$ cat src/rtl/mempool_pkg.sv
// rtl/mempool_pkg.sv - shared MemPool types and constants used by the TCDM master pipe
package mempool_pkg;

  localparam int unsigned AddrWidth = 32;
  localparam int unsigned DataWidth = 32;
  localparam int unsigned BeWidth   = DataWidth / 8;

  // Default bound on reads in flight per tile bank lane
  localparam int unsigned TCDMMaxOutstanding = 4;

  typedef logic [AddrWidth-1:0] addr_t;
  typedef logic [DataWidth-1:0] data_t;
  typedef logic [BeWidth-1:0]   be_t;

endpackage

$ cat src/rtl/tcdm_spill_buffer.sv
// rtl/tcdm_spill_buffer.sv - generic two-entry valid/ready FIFO, breaks the ready path
module tcdm_spill_buffer #(
  parameter type T = logic
) (
  input  logic clk_i,
  input  logic rst_i,
  input  logic valid_i,
  output logic ready_o,
  input  T     data_i,
  output logic valid_o,
  input  logic ready_i,
  output T     data_o
);

  T           mem [2];
  logic       wr_ptr;
  logic       rd_ptr;
  logic [1:0] count;
  logic       push;
  logic       pop;

  // ready depends only on local occupancy, so no path from ready_i to ready_o
  assign ready_o = (count != 2'd2);
  assign valid_o = (count != 2'd0);
  assign data_o  = mem[rd_ptr];
  assign push    = valid_i & ready_o;
  assign pop     = valid_o & ready_i;

  // Storage, pointers and occupancy; simultaneous push and pop keep the count
  always_ff @(posedge clk_i or posedge rst_i) begin
    if (rst_i) begin
      mem[0] <= '0;
      mem[1] <= '0;
      wr_ptr <= 1'b0;
      rd_ptr <= 1'b0;
      count  <= 2'd0;
    end else begin
      if (push) begin
        mem[wr_ptr] <= data_i;
        wr_ptr      <= ~wr_ptr;
      end
      if (pop) begin
        rd_ptr <= ~rd_ptr;
      end
      count <= count + 2'(push) - 2'(pop);
    end
  end

endmodule

$ cat src/rtl/tcdm_master_pipe.sv
// rtl/tcdm_master_pipe.sv - registered request stage with read credit limit; TCDM_PIPE_RSP_REG_EN registers the response
module tcdm_master_pipe
  import mempool_pkg::*;
#(
  parameter int unsigned MaxOutstanding = TCDMMaxOutstanding,
  parameter int unsigned CntWidth       = $clog2(MaxOutstanding + 1)
) (
  input  logic  clk_i,
  input  logic  rst_i,
  input  logic  req_i,
  input  addr_t addr_i,
  input  logic  wen_i,
  input  data_t wdata_i,
  input  be_t   be_i,
  output logic  gnt_o,
  output logic  vld_o,
  output data_t rdata_o,
  output logic  req_o,
  output addr_t addr_o,
  output logic  wen_o,
  output data_t wdata_o,
  output be_t   be_o,
  input  logic  gnt_i,
  input  logic  vld_i,
  input  data_t rdata_i
);

  typedef struct packed {
    addr_t addr;
    logic  wen;
    data_t wdata;
    be_t   be;
  } req_t;

  req_t                in_req;
  req_t                out_req;
  logic                buf_ready;
  logic                credit_ok;
  logic                rd_inc;
  logic                rd_dec;
  logic [CntWidth-1:0] rd_cnt;

  assign in_req = '{addr: addr_i, wen: wen_i, wdata: wdata_i, be: be_i};

  // Writes bypass the credit check; reads need a free slot in the budget
  assign credit_ok = wen_i | (rd_cnt != CntWidth'(MaxOutstanding));
  assign gnt_o     = buf_ready & credit_ok;

  tcdm_spill_buffer #(
    .T (req_t)
  ) i_spill (
    .clk_i   (clk_i),
    .rst_i   (rst_i),
    .valid_i (req_i & credit_ok),
    .ready_o (buf_ready),
    .data_i  (in_req),
    .valid_o (req_o),
    .ready_i (gnt_i),
    .data_o  (out_req)
  );

  assign addr_o  = out_req.addr;
  assign wen_o   = out_req.wen;
  assign wdata_o = out_req.wdata;
  assign be_o    = out_req.be;

  // Stray responses (e.g. for requests issued before reset) must not underflow
  assign rd_inc = req_i & gnt_o & ~wen_i;
  assign rd_dec = vld_i & (rd_cnt != '0);

  // Reads in flight: +1 on accepted read, -1 on downstream response
  always_ff @(posedge clk_i or posedge rst_i) begin
    if (rst_i) begin
      rd_cnt <= '0;
    end else if (rd_inc && !rd_dec) begin
      rd_cnt <= rd_cnt + 1'b1;
    end else if (rd_dec && !rd_inc) begin
      rd_cnt <= rd_cnt - 1'b1;
    end
  end

`ifdef TCDM_PIPE_RSP_REG_EN
  // One-cycle response register; data only captured on a valid beat
  always_ff @(posedge clk_i or posedge rst_i) begin
    if (rst_i) begin
      vld_o   <= 1'b0;
      rdata_o <= '0;
    end else begin
      vld_o <= vld_i;
      if (vld_i) begin
        rdata_o <= rdata_i;
      end
    end
  end
`else
  assign vld_o   = vld_i;
  assign rdata_o = rdata_i;
`endif

endmodule

$ cat config.mk
export PLATFORM = sky130hd
export DESIGN_NAME = tcdm_master_pipe
export DESIGN_NICKNAME = d
export VERILOG_FILES = /design/src/rtl/mempool_pkg.sv /design/src/rtl/tcdm_spill_buffer.sv /design/src/rtl/tcdm_master_pipe.sv
export SDC_FILE = /design/constraint.sdc
export NUM_CORES = 1
export LEC_CHECK = 0
export BUFFER_PORTS_ARGS = -buffer_cell sky130_fd_sc_hd__buf_2
export CORE_MARGIN = 2
export CORE_UTILIZATION = 35
export DETAILED_ROUTE_END_ITERATION = 12
export PLACE_DENSITY = 0.6
export SLEW_MARGIN = 20
export SYNTH_ARGS = -nofsm -noshare
export SYNTH_HDL_FRONTEND = slang
export SYNTH_HIERARCHICAL = 1
export SYNTH_SLANG_ARGS = --single-unit
$ cat constraint.sdc
create_clock -name clk_i -period 5 [get_ports clk_i]
set_input_delay 0.5 -clock clk_i [delete_from_list [all_inputs] [get_ports clk_i]]
set_output_delay 0.5 -clock clk_i [all_outputs]
set_load 0.03 [all_outputs]
==> impl_metrics.yaml <==
place:
  hpwl_mm: 8.67
  io_buffer_count: 145
  dpl_cell_area_um2: 7300
  gp_congestion: 0.720
  placed_cells: 772
setup_path:
  rr_worst_depth: 5
  start_kind: "flop"
  endpoint_kind: "primary output"
  setup.worst_path.start: "i_spill/rd_ptr$_DFFE_PP0P_"
  cp_max_fo: 36
  regToRegStartpoint: "rd_cnt[2]$_DFFE_PP0P_"
  worstPathRequired_ns: 4.50
  worstSetupEndpoint: "wdata_o[5]"
  crit_type: "reg2out"
  r2r_end: "i_spill/mem[33]$_DFFE_PP0P_"
  r2r_slack_ns: 2.61
  arrival_ns: 2.60
clock_network:
  htreeDepth: 4
  cts_setup_buffers: 0
  cts_buffer_depth: 2
  cts_buffers: 17
  tritoncts_num_sinks: 145
  cts_resized: 0
  root_buffer: "clkbuf_16"
  cts_tree: "yes"
  ctsHoldBuffers: 1
  insertion_delay_ns: 0.41
  cts.clk_slew.worst_paths_ns: 0.06
synthesis:
  yosysTopAreaCellShare: 0.549
  syn_inst: 444
  yosysUniqueCellTypes: 28
  synth_edf_count: 0
  seq_area_frac_synth: 0.549
  synth_area_um2: 6610
  synth_ff_type: "dfrtp_1"
  yosysMostFrequentCell: "mux2_2"
  yosys.area.top_type: "dfrtp_1"
  synth_commonest_cells: "196 x mux2_2, 145 x dfrtp_1, 40 x buf_4"
  ys_warn_count: 6
  synth_nets: 553
  ys_async_sr_fraction: 1.00
  synthTopCellsByArea: "dfrtp_1 55%, mux2_2 33%, buf_4 4.5%"
  ys_ff_latch: 145
  synth_area_per_cell_um2: 14.9
layout:
  fin_cells: 807
  syn_to_final_growth_pct: 19.5
  final_area_um2: 7900
  nNetsFinal: 668
  drive_above_1_share: 0.677
  utilization: 0.424
sta:
  setup_viol: 0
  finalMaxSlewViolations: 0
  rsz0062_at_grt: "no"
  clock_skew_ns: 0.00888
  finalSetupTns_ns: 0
  max_freq_ghz: 0.323
  relSlewSlack: 0.372
  worst_pin_slew_ns: 0.942
  hold_viol: 0
  timing.final.crit_share: 0.619
  final.min_clock_period_ns: 3.10
drt:
  drt_wl_total_mm: 13.4
  vias_per_cell: 4.79
  drt_iter0_markers: 93
  num_vias: 3869
  ant_nets: 0
  drt_first_pass_iters: 3
  wire_per_inst_um: 16.6
  drc_errors: 0
global_routing:
  antenna_found_initial: 1
  grt_use_total: 0.141
  grt_first_pass_wirelength_mm: 22.0
  grt_pass1_vias: 4335
  grt-ovfl-total: 0
  top_usage_layer: "met2"
  grt_max_degree: 96
  use_met2: 0.247
  met3_usage: 0.0445
  grtUsageMet1: 0.161
floorplan:
  io_pins: 210
  dieWidth_um: 141
  coreArea_um2: 18600
  die_y_um: 141
  dieArea_um2: 20000
  rows: 50
  initial_utilization: 0.355
power:
  vdd_drop_max_v: 0.000287
  power_density_nw_per_um2: 811
  p_leak_nw: 3.53
run:
  max_cap_viol_count: 0
min_path:
  hold_path.class: "in2reg"
run_status:
  status: "complete, no violations"
[report_power, final]
group | internal, mW | total, mW | switching (mW)
clock network | 0.696 | 1.19 | 0.498
logic | 1.38 | 3.06 | 1.69
registers | 1.78 | 2.15 | 0.366
[critical path, cell delays in order, from the launching register on]
cell	delay, ns
dfrtp_2	0.96
buf_4	0.58
mux2_2	0.41
buf_2	0.18
[how the worst min path moves through the flow]
stage | startpoint | to | slack, ns | cells past startpoint
global route | addr_i[26] | i_spill/mem[132]$_DFFE_PP0P_ | 0.30 | 2
finish | wdata_i[1] | i_spill/mem[74]$_DFFE_PP0P_ | 0.31 | 2
global placement | rst_i | rd_cnt[2]$_DFFE_PP0P_ | 0.41 | 2
CTS | addr_i[27] | i_spill/mem[133]$_DFFE_PP0P_ | 0.29 | 2
detailed placement | rst_i | rd_cnt[0]$_DFFE_PP0P_ | 0.42 | 2
floorplan | rst_i | rd_cnt[0]$_DFFE_PP0P_ | 0.25 | 1
[area by class of cell]
type                       instances  area [µm²]
fill                            1753       10700
sequential                       145        3630
multi-input combinational        239        2600
timing repair buffer             151         793
clock buffer                      19         443
tap                              234         293
clock inverter                    13         114
inverter                           5        23.8
antenna                            1        2.50
[placed cells by master (no fill, tap or decap), drive strengths merged]
master         n
mux2         208
buf          150
dfrtp        145
clkbuf        19
clkinv         6
inv            6
clkinvlp       5
nor2           4
nor2b          4
xnor2          3
nand2          2
a211oi         2
xor2           2
ha             2
o21ai          2
nand3          2
diode          1
nor4b          1
o31ai          1
fa             1
bufinv         1
dlygate4sd3    1
nor3           1
or2            1
a21bo          1
a32oi          1
nand2b         1
[state kept, by name, indices dropped and copies added (netlist names)]
name            flops
i_spill/count       2
i_spill/mem       138
rd_cnt              3
i_spill/wr_ptr      1
i_spill/rd_ptr      1
[metal layers]
layer	wire [µm]	vias up
li1	-	1770
met1	5560	1980
met2	7010	94
met3	624	25
met4	222	0
met5	0	-
[cells by family after synthesis]
| kind of cell | synth area share |
|---|---|
| muxes | 0.354 |
| DFF | 0.549 |
| buffers and inverters | 0.0591 |
| and+or+nand+nor | 0.0165 |
| AOI/OAI and AO/OA | 0.00776 |
| xor gates and xnor gates | 0.00663 |
| adders and majority gates | 0.00681 |
[metrics by stage]
stage	hold slack, ns	total power, mW	setup WS (ns)
after floorplan	0.254	4.55	0.690
after global placement	0.411	5.15	2.14
after detailed placement	0.418	5.28	2.07
after CTS	0.294	6.52	1.80
after global routing	0.296	6.81	1.73
final	0.313	6.41	1.90
(Power assumes the default switching activity.)
